### src/rtl/alu_issue_stage.sv
// Operand-issue and writeback stage wrapped around an external 72-bit registered ALU.
// Optional feature macro: ALU_ISSUE_DIV0_EN (drop divide-by-zero ops and raise div0_err).
module alu_issue_stage #(
  parameter int DEPTH = 4
) (
  input  logic        clk,
  input  logic        rst,
  input  logic        in_valid,
  output logic        in_ready,
  input  logic [3:0]  in_op,
  input  logic [3:0]  in_rd,
  input  logic [3:0]  in_rs1,
  input  logic [3:0]  in_rs2,
  input  logic [54:0] in_imm,
  output logic [3:0]  alu_op,
  output logic [71:0] alu_a,
  output logic [71:0] alu_b,
  input  logic [71:0] alu_c,
  output logic        wb_valid,
  output logic [3:0]  wb_rd,
  output logic [71:0] wb_data,
  input  logic [3:0]  dbg_addr,
  output logic [71:0] dbg_data,
  output logic        div0_err
);

  localparam int PW = (DEPTH > 1) ? $clog2(DEPTH) : 1;
  localparam int CW = PW + 1;

  typedef struct packed {
    logic [3:0]  op;
    logic [3:0]  rd;
    logic [3:0]  rs1;
    logic [3:0]  rs2;
    logic [54:0] imm;
  } instr_t;

  // Handshake: an instruction transfers on any edge where in_valid && in_ready;
  // in_valid may be held while in_ready is low and nothing is taken.
  instr_t         r_fifo [DEPTH];
  logic [PW-1:0]  r_wr_ptr;
  logic [PW-1:0]  r_rd_ptr;
  logic [CW-1:0]  r_count;

  logic [71:0]    r_rf [16];

  logic           r_s1_valid;
  logic [3:0]     r_s1_rd;
  logic           r_s2_valid;
  logic [3:0]     r_s2_rd;

  logic [3:0]     r_alu_op;
  logic [71:0]    r_alu_a;
  logic [71:0]    r_alu_b;

  logic           w_full;
  logic           w_empty;
  logic           w_push;
  logic           w_pop;
  logic           w_issue;
  logic           w_div0;
  logic           w_hazard;
  logic           w_head_is_imm;
  instr_t         w_head;
  logic [71:0]    w_rs1_val;
  logic [71:0]    w_rs2_val;
  logic [71:0]    w_b_sel;

  assign w_full   = (r_count == CW'(DEPTH));
  assign w_empty  = (r_count == '0);
  assign in_ready = !rst && !w_full;
  assign w_push   = in_valid && in_ready;

  assign w_head        = r_fifo[r_rd_ptr];
  assign w_head_is_imm = (w_head.op == 4'd5) || (w_head.op == 4'd6) ||
                         (w_head.op == 4'd7) || (w_head.op == 4'd15);

  assign wb_valid = r_s2_valid && (r_s2_rd != 4'd0);
  assign wb_rd    = r_s2_rd;
  assign wb_data  = alu_c;

  // Write-through reads: the value being written back this cycle wins over the array.
  assign w_rs1_val = (w_head.rs1 == 4'd0) ? 72'd0 :
                     (wb_valid && (wb_rd == w_head.rs1)) ? alu_c : r_rf[w_head.rs1];
  assign w_rs2_val = (w_head.rs2 == 4'd0) ? 72'd0 :
                     (wb_valid && (wb_rd == w_head.rs2)) ? alu_c : r_rf[w_head.rs2];
  assign dbg_data  = (dbg_addr == 4'd0) ? 72'd0 :
                     (wb_valid && (wb_rd == dbg_addr)) ? alu_c : r_rf[dbg_addr];

  assign w_b_sel = w_head_is_imm ? {17'd0, w_head.imm} : w_rs2_val;

  // Only the instruction in s1 can be unready; s2 results arrive via write-through.
  assign w_hazard = !w_empty && r_s1_valid && (r_s1_rd != 4'd0) &&
                    ((w_head.rs1 == r_s1_rd) ||
                     (!w_head_is_imm && (w_head.rs2 == r_s1_rd)));

  assign w_pop   = !w_empty && !w_hazard;
  assign w_issue = w_pop && !w_div0;

`ifdef ALU_ISSUE_DIV0_EN
  logic r_div0_err;

  assign w_div0   = w_pop && (w_head.op == 4'd3) && (w_b_sel == 72'd0);
  assign div0_err = r_div0_err;

  always_ff @(posedge clk) begin
    if (rst) begin
      r_div0_err <= 1'b0;
    end else if (w_div0) begin
      r_div0_err <= 1'b1;
    end
  end
`else
  assign w_div0   = 1'b0;
  assign div0_err = 1'b0;
`endif

  // FIFO storage carries no reset; occupancy is tracked by the pointers alone.
  always_ff @(posedge clk) begin
    if (w_push) begin
      r_fifo[r_wr_ptr] <= '{op: in_op, rd: in_rd, rs1: in_rs1, rs2: in_rs2, imm: in_imm};
    end
  end

  always_ff @(posedge clk) begin
    if (rst) begin
      r_wr_ptr <= '0;
      r_rd_ptr <= '0;
      r_count  <= '0;
    end else begin
      if (w_push) begin
        r_wr_ptr <= r_wr_ptr + PW'(1);
      end
      if (w_pop) begin
        r_rd_ptr <= r_rd_ptr + PW'(1);
      end
      case ({w_push, w_pop})
        2'b10:   r_count <= r_count + CW'(1);
        2'b01:   r_count <= r_count - CW'(1);
        default: r_count <= r_count;
      endcase
    end
  end

  always_ff @(posedge clk) begin
    if (rst) begin
      r_s1_valid <= 1'b0;
      r_s1_rd    <= 4'd0;
      r_s2_valid <= 1'b0;
      r_s2_rd    <= 4'd0;
      r_alu_op   <= 4'd0;
      r_alu_a    <= 72'd0;
      r_alu_b    <= 72'd0;
    end else begin
      r_s2_valid <= r_s1_valid;
      r_s2_rd    <= r_s1_rd;
      r_s1_valid <= w_issue;
      r_s1_rd    <= w_issue ? w_head.rd : 4'd0;
      if (w_issue) begin
        r_alu_op <= w_head.op;
        r_alu_a  <= w_rs1_val;
        r_alu_b  <= w_b_sel;
      end
    end
  end

  always_ff @(posedge clk) begin
    if (rst) begin
      for (int i = 0; i < 16; i++) begin
        r_rf[i] <= 72'd0;
      end
    end else if (wb_valid) begin
      r_rf[wb_rd] <= alu_c;
    end
  end

  assign alu_op = r_alu_op;
  assign alu_a  = r_alu_a;
  assign alu_b  = r_alu_b;

endmodule

### config.mk
export PLATFORM = sky130hd
export DESIGN_NAME = alu_issue_stage
export DESIGN_NICKNAME = d
export VERILOG_FILES = /design/src/rtl/alu_issue_stage.sv
export SDC_FILE = /design/constraint.sdc
export NUM_CORES = 2
export LEC_CHECK = 0
export BUFFER_PORTS_ARGS = -buffer_cell sky130_fd_sc_hd__buf_2
export CAP_MARGIN = 25
export CORE_UTILIZATION = 55
export DETAILED_ROUTE_END_ITERATION = 7
export PLACE_DENSITY_LB_ADDON = 0.08
export SLEW_MARGIN = 20
export SYNTH_ARGS = -nofsm -noshare
export SYNTH_HDL_FRONTEND = slang
export SYNTH_SLANG_ARGS = --single-unit
### constraint.sdc
create_clock -name clk -period 3.5 [get_ports clk]
set_input_delay 0.7 -clock clk [delete_from_list [all_inputs] [get_ports clk]]
set_output_delay 0.7 -clock clk [all_outputs]
set_load 0.02 [all_outputs]
==> key figures <==
Clocking
  • Clock sinks: 1603
  • Max H-tree Level: 4
  • Clock Latency Late Sink: about 0.87 ns
  • Num CTS Buffers: approximately 180
  • Longest Clk Path Bufs: 3
  • Hold Buf Count CTS: 0
  • CTS tree: built
  • CTS Root Cell: clkbuf_16
  • Reg clk slew, reported paths: about 0.06 ns

Yosys
  • #FFs+latches synth: 1603
  • Synth top area share: about 48%
  • Largest area contributor in the netlist: edfxtp_1
  • Yosys warns: 0
  • Async S/R FF share, synth: 0%
  • Synth Flop Type: edfxtp_1
  • Post-synth EDFFs: roughly 1400
  • Synthesized area: between 90000 and 100000 um^2
  • Area contributors post-synth: edfxtp_1 (48%), mux4_2 (11%), and2_1 (8.0%), mux2i_1 (8.0%), nand2_1 (4.5%)
  • Syn Inst Count: roughly 7500
  • Register area share after synthesis: between 50% and 60%
  • Post-synth cell types: between 50 and 60
  • Syn Area/Cell: 12.0 um^2

STA
  • Minimum clock period: roughly 3.7 ns
  • Final hold vios: 0
  • Setup TNS Final: -7.32 ns
  • Worst-margin pin slew: 0.913 ns
  • Clk_skew: 0.0466 ns
  • Pins over their slew limit: 0
  • Final worst-path cycle share: 104%
  • Max transition margin: between 30% and 40%
  • Setup ws final: -0.156 ns
  • FMAX: around 270 MHz
  • WHS: about 0.071 ns
  • RSZ-0062 raised after global routing: yes
  • Setup Viol. Count Final: 72

Finish
  • Share of layout cells above drive strength 1: between 20 and 25%
  • Commonest cells after routing, fill and taps aside: edfxtp_1 (1436), and2_1 (1159), nand2_1 (1019), mux2i_1 (721), mux4_2 (432)
  • Area growth syn-to-layout: 17.3%
  • Layout Cells excl Fill: ~10000
  • Util after Layout: 65.0%
  • Storage element area: ~46000 um^2
  • # nets final: 8085
  • Commonest non-fill, non-tap cell in the layout: edfxtp_1
  • Footprint of the multi-input gates: roughly 42000 um^2
  • Post-route design area: roughly 110000 um^2
  • # fillers: 12100

Hold path
  • Worst Hold Depth: 1
  • Tightest Hold Check Type: input pin to flop
  • Hold wc startpoint: in_rd[2]

Floorplan
  • Die W: ~400 um
  • Die Area: ~170000 um^2
  • FP Rows: about 150
  • Die Y: roughly 410 um
  • Initial Utilization: 55.4%
  • I/O pin cnt: about 450
  • Core region area: approximately 160000 um^2

Setup path
  • Setup crit end kind: output port
  • R2r setup slk: -0.09 ns
  • R2r endpoint: alu_b[29]$_SDFFE_PP0P_
  • Critical Path AT: between 2 and 3 ns
  • Critical path data required time: approximately 2.8 ns
  • Crit path launch: wb_rd[1]$_SDFF_PP0_
  • Startpoint Class: flop
  • Critical Path Fanout Max: 9
  • Reg2reg path depth: 11
  • End point of the critical path: dbg_data[30]
  • Crit path kind: flop to output port

Placed design
  • Post-Place Cell Area: 98800 um^2
  • Placer Congestion: a little under 1
  • DP Worst Slack: -0.0710 ns
  • PortBufs: about 450
  • Placed cell count: approximately 9900
  • Hpwl dp: 214 mm

Power
  • Pwr Total: 74.9 mW
  • Net Sw Frac: between 30 and 40%
  • NetSw: a little under 30 mW
  • Total power per unit cell area: ~700 nW/um^2
  • Sequential Power Share: between 30% and 40%
  • Clock power share: a little over a quarter
  • Combinational Power Share: 42.7%
  • Pleak: roughly 40 nW
  • Worst vdd ir: between 600 and 700 uV
  • Internal Power: ~45 mW

Run
  • # Max-Cap Violations: 0

Route
  • Drt drc: 2
  • Vias: roughly 73000
  • Routed wire length: around 360 mm
  • DRT iter0 DRCs: 12400
  • Vias per std cell: ~7.1
  • Wire per inst: roughly 35 um
  • Post-DRT Antenna Nets: 0
  • Drt pass-1 iters: 8

GRT
  • Antenna violations before repair: 18
  • Largest net degree at the start of global routing: 80
  • GR Util All Layers: 42.3%
  • Vias in the first global route: about 68000
  • Global-route wire length before repair: between 400 and 500 mm
  • Overflow after GRT: 0

Status
  • Outcome: finished with violations
  • Failing checks: DRC, setup timing
-- power by group through the flow --
stage / Combinational, mW / Clock [mW] / Sequential, mW
2_1_floorplan: 16.9 / 0 / 23.7
3_3_place_gp: 30.0 / 0 / 23.5
3_5_place_dp: 30.3 / 0 / 23.5
4_1_cts: 30.6 / 19.7 / 23.2
5_1_grt: 32.7 / 20.4 / 23.3
6_report: 31.9 / 19.7 / 23.2
-- worst min path at each step --
| stage | to | slack, ns |
|---|---|---|
| after global routing | r_fifo[2][65]$_DFFE_PP_ | 0.05 |
| after floorplan | r_s2_valid$_SDFF_PP0_ | 0.44 |
| after CTS | r_fifo[2][65]$_DFFE_PP_ | 0.03 |
| final | r_fifo[3][65]$_DFFE_PP_ | 0.07 |
| after global placement | alu_b[56]$_SDFFE_PP0P_ | 0.44 |
| after detailed placement | alu_b[60]$_SDFFE_PP0P_ | 0.44 |
-- worst max-delay path, stage by stage (launching register included) --
cell	delay [ns]
dfxtp_2	0.33
o41a_1	0.43
buf_4	0.20
and4_4	0.30
buf_12	0.25
clkbuf_16	0.22
nand2_1	0.07
a21oi_2	0.14
buf_4	0.15
-- cells in the mapped netlist (2+ instances only) --
cell type,n
clkbuf_1,572
and3_1,4
nor2_2,2
mux2_2,100
nand4_1,3
nor3_1,65
nor2b_1,7
or2_2,87
o221ai_1,104
and4_1,2
o21ai_0,167
a32o_1,72
inv_1,6
o32ai_1,72
or3_1,3
a22oi_1,76
a211oi_1,72
dfxtp_1,167
xor2_1,10
edfxtp_1,1436
buf_2,100
a21oi_1,299
a311oi_1,98
mux4_2,437
mux2i_1,721
nand2b_1,3
xnor2_1,15
ha_1,5
nand3_1,144
a221oi_1,29
o2bb2ai_1,43
nand3b_1,2
a31oi_1,57
and2_1,1160
nor2_1,82
a32oi_1,36
buf_4,79
nand2_1,1070
o22ai_1,71
buf_1,47
-- cell families (layout without fill, tap and decap cells) --
kind of cell | Yosys count | after routing | share of synthesized area, %
and+or+nand+nor | 2639 | 2639 | 14.8
DFF | 1603 | 1603 | 51.5
muxes | 1259 | 1259 | 20.2
AOI/OAI and AO/OA | 1204 | 1204 | 9.30
buffers and inverters | 806 | 1274 | 3.83
xor gates and xnor gates | 25 | 25 | 0.243
adders and majority gates | 6 | 6 | 0.0916
other | 1 | 78 | 0.00416
-- sequential cells by signal (all words and copies together) (netlist names), named ones only --
name        cells
r_rf         1152
r_fifo        284
alu_a          72
alu_b          72
alu_op          4
r_s1_rd         4
wb_rd           4
r_count         3
r_rd_ptr        2
r_wr_ptr        2
r_s1_valid      1
r_s2_valid      1
-- timing repair --
item,4_1_cts,5_1_grt
pin swaps,8,27
endpoints found under the setup margin,70,83
buffers inserted,6,4
gates resized for setup,113,94
cloned,1,5
-- metal layers --
layer	GRT usage [%]	wire (um)
met3	13.5	55000
met2	60.6	151000
met4	21.8	21900
met1	57.6	129000
met5	0	218
-- final cells by class --
type | count | share of cell area (%)
sequential | 1603 | 43.9
clock buffer | 233 | 4.52
inverter | 7 | 0.0272
timing repair buffer | 936 | 8.49
tap | 2175 | 2.57
antenna | 5 | 0.0118
clock inverter | 98 | 1.21
multi-input combinational | 5206 | 39.2
Power figures use the tool's default switching activity.
